`config.mk`:
```
export PLATFORM = sky130hd
export DESIGN_NAME = adsr_envelope
export DESIGN_NICKNAME = d
export VERILOG_FILES = /design/src/rtl/adsr_envelope.sv
export SDC_FILE = /design/constraint.sdc
export NUM_CORES = 1
export LEC_CHECK = 0
export ABC_CLOCK_PERIOD_IN_PS = 7670
export BUFFER_PORTS_ARGS = -buffer_cell sky130_fd_sc_hd__buf_2
export CORE_MARGIN = 1.5
export CORE_UTILIZATION = 35
export DETAILED_ROUTE_END_ITERATION = 10
export SKIP_CTS_REPAIR_TIMING = 1
export SYNTH_ARGS = -nofsm -noshare
export SYNTH_HDL_FRONTEND = slang
export SYNTH_SLANG_ARGS = --single-unit
```
`constraint.sdc`:
```
create_clock -name CLK -period 7.67 [get_ports CLK]
set_input_delay 0.767 -clock CLK [delete_from_list [all_inputs] [get_ports CLK]]
set_output_delay 0.767 -clock CLK [all_outputs]
set_load 0.01 [all_outputs]
```
`src/rtl/adsr_envelope.sv`:
```
// ============================================================================
// Module   : adsr_envelope
// Brief    : Per-voice ADSR envelope generator with a VCA sample multiply.
// Revision : 1.0
// ============================================================================
`default_nettype none

module adsr_envelope #(
  parameter int LEVEL_W  = 16,
  parameter int SAMPLE_W = 16
) (
  input  logic                CLK,
  input  logic                RESET,
  input  logic                SAMPLE_TICK,
  input  logic                KEY,
  input  logic [LEVEL_W-1:0]  ATTACK,
  input  logic [LEVEL_W-1:0]  DECAY,
  input  logic [LEVEL_W-1:0]  SUSTAIN,
  input  logic [LEVEL_W-1:0]  RLEASE,
  input  logic [SAMPLE_W-1:0] SAMPLE_IN,
  output logic [LEVEL_W-1:0]  ENV,
  output logic                ENV_STROBE,
  output logic                ACTIVE,
  output logic [2:0]          STATE,
  output logic [SAMPLE_W-1:0] OUT_SAMPLE,
  output logic                OUT_VALID
);

  localparam logic [2:0] c_IDLE    = 3'd0;
  localparam logic [2:0] c_ATTACK  = 3'd1;
  localparam logic [2:0] c_DECAY   = 3'd2;
  localparam logic [2:0] c_SUSTAIN = 3'd3;
  localparam logic [2:0] c_RELEASE = 3'd4;

  localparam logic [LEVEL_W-1:0] c_LEVEL_MAX = '1;
  localparam int                 c_PROD_W    = SAMPLE_W + LEVEL_W;

  logic [2:0]          r_state;
  logic [LEVEL_W-1:0]  r_level;
  logic                r_key_q;
  logic [SAMPLE_W-1:0] r_sample_q;
  logic                r_env_strobe;
  logic [SAMPLE_W-1:0] r_out_sample;
  logic                r_out_valid;

  logic [2:0]          w_next_state;
  logic [LEVEL_W-1:0]  w_next_level;
  logic [LEVEL_W:0]    w_attack_sum;
  logic [LEVEL_W:0]    w_decay_floor;
  logic [c_PROD_W-1:0] w_sample_ext;
  logic [c_PROD_W-1:0] w_env_ext;
  logic signed [c_PROD_W-1:0] w_product;

  // Sums are one bit wider than the level so they can never wrap.
  assign w_attack_sum  = {1'b0, r_level} + {1'b0, ATTACK};
  assign w_decay_floor = {1'b0, SUSTAIN} + {1'b0, DECAY};

  always_comb begin
    w_next_state = r_state;
    w_next_level = r_level;
    if (KEY && !r_key_q) begin
      w_next_state = c_ATTACK;
    end else if (!KEY && (r_state == c_ATTACK || r_state == c_DECAY ||
                          r_state == c_SUSTAIN)) begin
      w_next_state = c_RELEASE;
    end else begin
      case (r_state)
        c_IDLE: w_next_level = '0;
        c_ATTACK: begin
          if (ATTACK == '0 || w_attack_sum >= {1'b0, c_LEVEL_MAX}) begin
            w_next_level = c_LEVEL_MAX;
            w_next_state = c_DECAY;
          end else begin
            w_next_level = w_attack_sum[LEVEL_W-1:0];
          end
        end
        c_DECAY: begin
          if (DECAY == '0 || {1'b0, r_level} <= w_decay_floor) begin
            w_next_level = SUSTAIN;
            w_next_state = c_SUSTAIN;
          end else begin
            w_next_level = r_level - DECAY;
          end
        end
        c_SUSTAIN: w_next_level = SUSTAIN;
        c_RELEASE: begin
          if (RLEASE == '0 || r_level <= RLEASE) begin
            w_next_level = '0;
            w_next_state = c_IDLE;
          end else begin
            w_next_level = r_level - RLEASE;
          end
        end
        default: begin
          w_next_level = '0;
          w_next_state = c_IDLE;
        end
      endcase
    end
  end

  // Sign-extended sample times zero-extended level; the product always fits.
  assign w_sample_ext = {{LEVEL_W{r_sample_q[SAMPLE_W-1]}}, r_sample_q};
  assign w_env_ext    = {{SAMPLE_W{1'b0}}, r_level};
  assign w_product    = $signed(w_sample_ext * w_env_ext);

  always_ff @(posedge CLK) begin
    if (RESET) begin
      r_state      <= c_IDLE;
      r_level      <= '0;
      r_key_q      <= 1'b0;
      r_sample_q   <= '0;
      r_env_strobe <= 1'b0;
      r_out_sample <= '0;
      r_out_valid  <= 1'b0;
    end else begin
      r_env_strobe <= SAMPLE_TICK;
      r_out_valid  <= r_env_strobe;
      if (SAMPLE_TICK) begin
        r_state    <= w_next_state;
        r_level    <= w_next_level;
        r_key_q    <= KEY;
        r_sample_q <= SAMPLE_IN;
      end
      if (r_env_strobe) begin
        r_out_sample <= SAMPLE_W'(w_product >>> LEVEL_W);
      end
    end
  end

  assign ENV        = r_level;
  assign ENV_STROBE = r_env_strobe;
  assign ACTIVE     = (r_state != c_IDLE);
  assign STATE      = r_state;
  assign OUT_SAMPLE = r_out_sample;
  assign OUT_VALID  = r_out_valid;

endmodule

`default_nettype wire
```
# Word-level counts from Yosys, hierarchy flattened
# Index checks and enable logic that the tools add are counted.
[word_totals]
ff_bits = 54
wordCells = 52
[classes]
n_lt_le_gt_ge = 3
bitwise_logic = 2
eq_ne = 8
n_mul = 1
mux = 10
add_sub_neg = 4
n_reduce_logical = 17
[op_table]
columns = ["cell", "n"]
rows = [
  ["$pmux 16 s4", 1],
  ["$logic_not 16->1", 3],
  ["$mux 16", 3],
  ["$add 16x16->17", 2],
  ["$mul 16x17->32", 1],
  ["$sub 16x16->16", 2],
  ["$ge 17x16->1 const B", 1],
  ["$le 16x17->1", 1],
  ["$le 16x16->1", 1],
  ["$mux 3", 5],
  ["$pmux 3 s4", 1],
  ["$ne 4x2->1 const B", 2],
  ["$eq 3x2->1 const B", 2],
  ["$logic_or 1x1->1", 5],
  ["$reduce_and 5->1", 1],
  ["$ne 4x4->1 const B", 1],
  ["$eq 3x1->1 const B", 1],
  ["$eq 3x3->1 const B", 1],
  ["$logic_not 3->1", 1],
  ["$ne 3x1->1 const B", 1],
  ["$reduce_and 3->1", 1],
  ["$reduce_bool 3->1", 1],
  ["$logic_and 1x1->1", 2],
  ["$logic_not 1->1", 2],
  ["2 further kinds", 3],
]

# Logic depth before layout (Yosys ltp)
[depth]
ltp_word = 7
mapped_depth = 24
ltp_nobuf = 22

# Worst setup path before layout
# No wires, ideal clock.
[synth_path]
path_kind = "reg2reg"
start = "reg r_level[9], in the netlist ENV[9]"
end = "reg r_out_sample[13], in the netlist OUT_SAMPLE[13]"
path_slack_ns = 1.522
stages_incl_launch_ff = 23
t_arrival_ns = 6.011
setup_time_ns = 0.137
path_buffers = 2
required_ns = 7.533
path_cell_list = "dfxtp_1 clkbuf_1 clkbuf_1 nand2_1 fa_1 fa_1 fa_1 fa_1 inv_1 fa_1 inv_1 fa_1 inv_1 ha_1 nand4_1 a211oi_1 a21oi_1 o211ai_2 a211oi_4 o41ai_1 a21o_1 xnor2_1 o22ai_1"
[synth_between]
elab_chain_cells = 1
[synth_rtl]
columns = ["element", "line_no", "rtl"]
rows = [
  ["start: declaration", "39", "logic [LEVEL_W-1:0] r_level;"],
  ["start signal: assignment", "121", "r_level <= w_next_level;"],
  ["$mul 16x17->32", "105", "assign w_product = $signed(w_sample_ext * w_env_ext);"],
  ["end signal: assignment", "126", "r_out_sample <= SAMPLE_W'(w_product >>> LEVEL_W);"],
  ["end: declaration", "43", "logic [SAMPLE_W-1:0] r_out_sample;"],
]
# Every way passes these cells.
# A chain may end at the register's enable or synchronous reset.

# Worst setup path after layout
[layout_path]
start = "reg r_level[6], in the netlist ENV[6]"
end = "reg r_out_sample[15], in the netlist OUT_SAMPLE[15]"
# Same word-level chain as after synthesis.

==> results.txt <==
Max VDD drop - 0.0000889 V
vias in the first global route - 12.8k
slew of the pin with the lowest slew margin - 1.01 ns
skew final - 0.00880 ns
final-report hold violation count - 0
RSZ-0062 raised after global routing - false
Core Util, Final - 0.392
CP max stage cell - dfxtp_1
placed inst area - 0.0155 mm²
hold path depth - 2
CP Buf/Inv Count - 6
grt ovf - 0
Max FO, Critical Path - 12
status - completed
Post-synth EDFFs - 0
Reg2Reg Depth - 23
Total GRT Usage - 0.204
final instance area - 0.0157 mm²
post-synthesis sequential area ratio - 0.0753
clk root buf - clkbuf_16
initial core utilization - 0.358
mapped cell area - 0.0143 mm²
top cell family by delay on the critical path - adder cells
GRT met3 Usage - 0.0258
GR Util met2 - 0.340
CP startpoint kind - register
die area - 0.0422 mm²
Die Span Y - 205 µm
layout cells sized above 1 - 0.111
kind of critical path - register to register
CTS tree - built
final worst slack - 1.17 ns
vias per cell - 5.28
total CTS buffers - 5
Via Count - 12.2k
RD Place Congestion - 0.906
Post-synth ARST share - 0
CP most frequent cell - fa_1
YS warnings - 0
CP Cell Sequence - buf_4 -> nand2_1 -> fa_1 -> inv_1 -> fa_1 -> inv_1 -> fa_1 -> inv_1 -> fa_1 -> fa_1 -> inv_1 -> fa_1 -> inv_1 -> ha_1 -> o21ai_0 -> nand2b_1 -> nand4_1 -> o211ai_2 -> a211oi_4 -> o221ai_2 -> a21oi_1 -> xnor2_1 -> a211oi_1
most used routing layer - met2
Worst R2R End - OUT_SAMPLE[15]$_SDFFE_PP0P_
Setup TNS Final - 0 ns
crit end category - register
FF-to-FF Start - ENV[6]$_SDFFE_PP0P_
initial antenna violation count - 0
Mean Syn Cell Area - 8.42 µm²
count of cell types in the netlist - 79
P_leak - 7.90 nW
CTS clk-pin slew, worst paths - 0.08 ns
Seq cells post-synth - 54
final-stage net count - 2267
hpwl dp - 33.5 mm
largest net degree at the start of global routing - 54
drt drc - 0
Place WS - 1.23 ns
cell count after synthesis - 1705
row count - 73
Hold EP - OUT_SAMPLE[4]$_SDFFE_PP0P_
max-cap violations - 0
DRT iter0 DRCs - 796
antenna diode count - 0
hold_ws - 0.466 ns
GRT met1 Usage - 0.268
top cells by area, synth - fa_1 (27%), ha_1 (17%), inv_1 (7.6%)
launch point of the worst hold path - OUT_SAMPLE[4]$_SDFFE_PP0P_
DR WL/cell - 17.8 µm
first-pass GRT wire length - 67.5 mm
PwrDens - 57.5 mW/mm²
Die X - 205 µm
R2R setup slack - 1.17 ns
core area - 0.0401 mm²
Final setup viols - 0
total routed wirelength - 41.2 mm
top-area cell type share of the netlist area - 0.275
Worst-Skew Late Latency - 0.32 ns
syn_nets - 2179
clk buf depth - 2
Synth Flop Type - dfxtp_1
area grow syn2layout - 9.57%
I/O Pins - 122
Final ANT Viol Nets - 0
fmax - 154 MHz
Hold Path Class - register to register
Slew Viols, Final - 0
drt pass-1 iters - 7
Worst EP required - 7.90 ns
Slew headroom - 0.322
Port Buf Inserts - 121
post-synth top area cell - fa_1
longest individual stage delay on the worst path - 0.77 ns
H-Tree Depth - 2
crit path DAT - 6.73 ns
clk sink count - 54
Period Utilization, post-route - 0.847
Period minus WS final - 6.50 ns
==> synth_stat cells (12+ instances only) <==
master	n
ha_1	193
inv_1	290
xor2_1	16
xnor2_1	46
a31oi_1	14
nor3_1	14
mux2i_1	24
nand2b_1	19
nand4_1	15
a21oi_1	67
o21ai_0	46
nor4_1	14
nand2_1	180
nand3_1	22
a211oi_1	12
a21o_1	22
o21a_1	18
and2_1	117
clkbuf_1	54
dfxtp_1	54
nor2_1	91
fa_1	197
==> cell usage in the layout, fill, tap and decap left out, drive strengths merged, types with 4 or more instances in the layout <==
master and count:
inv 291, fa 197, ha 193, nand2 182
buf 147, and2 117, nor2 92, a21oi 67
o21ai 55, dfxtp 54, xnor2 46, mux2i 24
nand3 24, a21o 22, nand2b 19, o21a 19
xor2 16, nand4 15, a211oi 15, a31oi 14
nor4 14, nor3 14, a221oi 13, and3 11
o211ai 11, o31ai 10, o21bai 9, mux2 9
or3 8, nor2b 7, o22ai 6, o31a 6
a222oi 6, clkbuf 6, or2 5, o41ai 4
and4 4, a21boi 4
==> registers in the layout, summed over array words and instances, names as in the netlist <==
register	count
ENV_STROBE	1
r_sample_q	16
r_key_q	1
ENV	16
OUT_VALID	1
OUT_SAMPLE	16
STATE	3
==> worst max-delay path by stage <==
stage | start | to | depth (start not counted)
floorplan | ENV[9]$_SDFFE_PP0P_ | OUT_SAMPLE[13]$_SDFFE_PP0P_ | 22
global placement | r_sample_q[1]$_SDFFE_PP0P_ | OUT_SAMPLE[13]$_SDFFE_PP0P_ | 20
detailed placement | ENV[6]$_SDFFE_PP0P_ | OUT_SAMPLE[15]$_SDFFE_PP0P_ | 23
CTS | ENV[6]$_SDFFE_PP0P_ | OUT_SAMPLE[15]$_SDFFE_PP0P_ | 23
global route | ENV[6]$_SDFFE_PP0P_ | OUT_SAMPLE[15]$_SDFFE_PP0P_ | 23
finish | ENV[6]$_SDFFE_PP0P_ | OUT_SAMPLE[15]$_SDFFE_PP0P_ | 23
==> where the power goes <==
group	total [mW]	internal (mW)	switching, mW
combinational	0.293	0.123	0.171
sequential	0.316	0.289	0.0272
clock	0.294	0.165	0.129
total	0.904	0.577	0.327
==> metrics by stage <==
step | power, mW | instances
2_1_floorplan | 0.511 | 1705
3_3_place_gp | 0.608 | 2311
3_5_place_dp | 0.612 | 2311
4_1_cts | 0.910 | 2319
5_1_grt | 0.954 | 2319
6_report | 0.904 | 2319
==> worst register-to-register path, delay by kind of cell (launching register included) <==
family / cells / cell delay (ns)
AO/OA/AOI/OAI: 6 / 1.43
adder cells (fa/ha/maj): 7 / 3.26
AND/OR/NAND/NOR: 3 / 0.33
XOR/XNOR: 1 / 0.09
flip-flops: 1 / 0.77
buffers and inverters: 6 / 0.55
==> metal layers <==
layer,vias up,part of all wire,wire (µm)
met5,-,0,0
met4,0,0.040,1630
met3,81,0.052,2140
met2,359,0.46,19100
met1,6017,0.44,18300
li1,5788,-,-
==> layout make-up <==
type                    instances  area (µm²)
flip-flops and latches         54        1080
clock inverters                 2        38.8
multi-input cells            1295       11900
clock buffers                   6         139
well taps                     525         657
fillers                      4084       24400
repair buffers                147         801
inverters                     290        1090
==> cell families after synthesis <==
logic type,Yosys count,share of synthesized area
AND/OR/NAND/NOR,520,0.180
AO/OA/AOI/OAI,290,0.145
adder cells (fa/ha/maj),390,0.443
multiplexers,33,0.0238
flip-flops,54,0.0753
XOR/XNOR,62,0.0378
buffers and inverters,356,0.0949
Note: power is estimated with default switching activity, not from simulation.
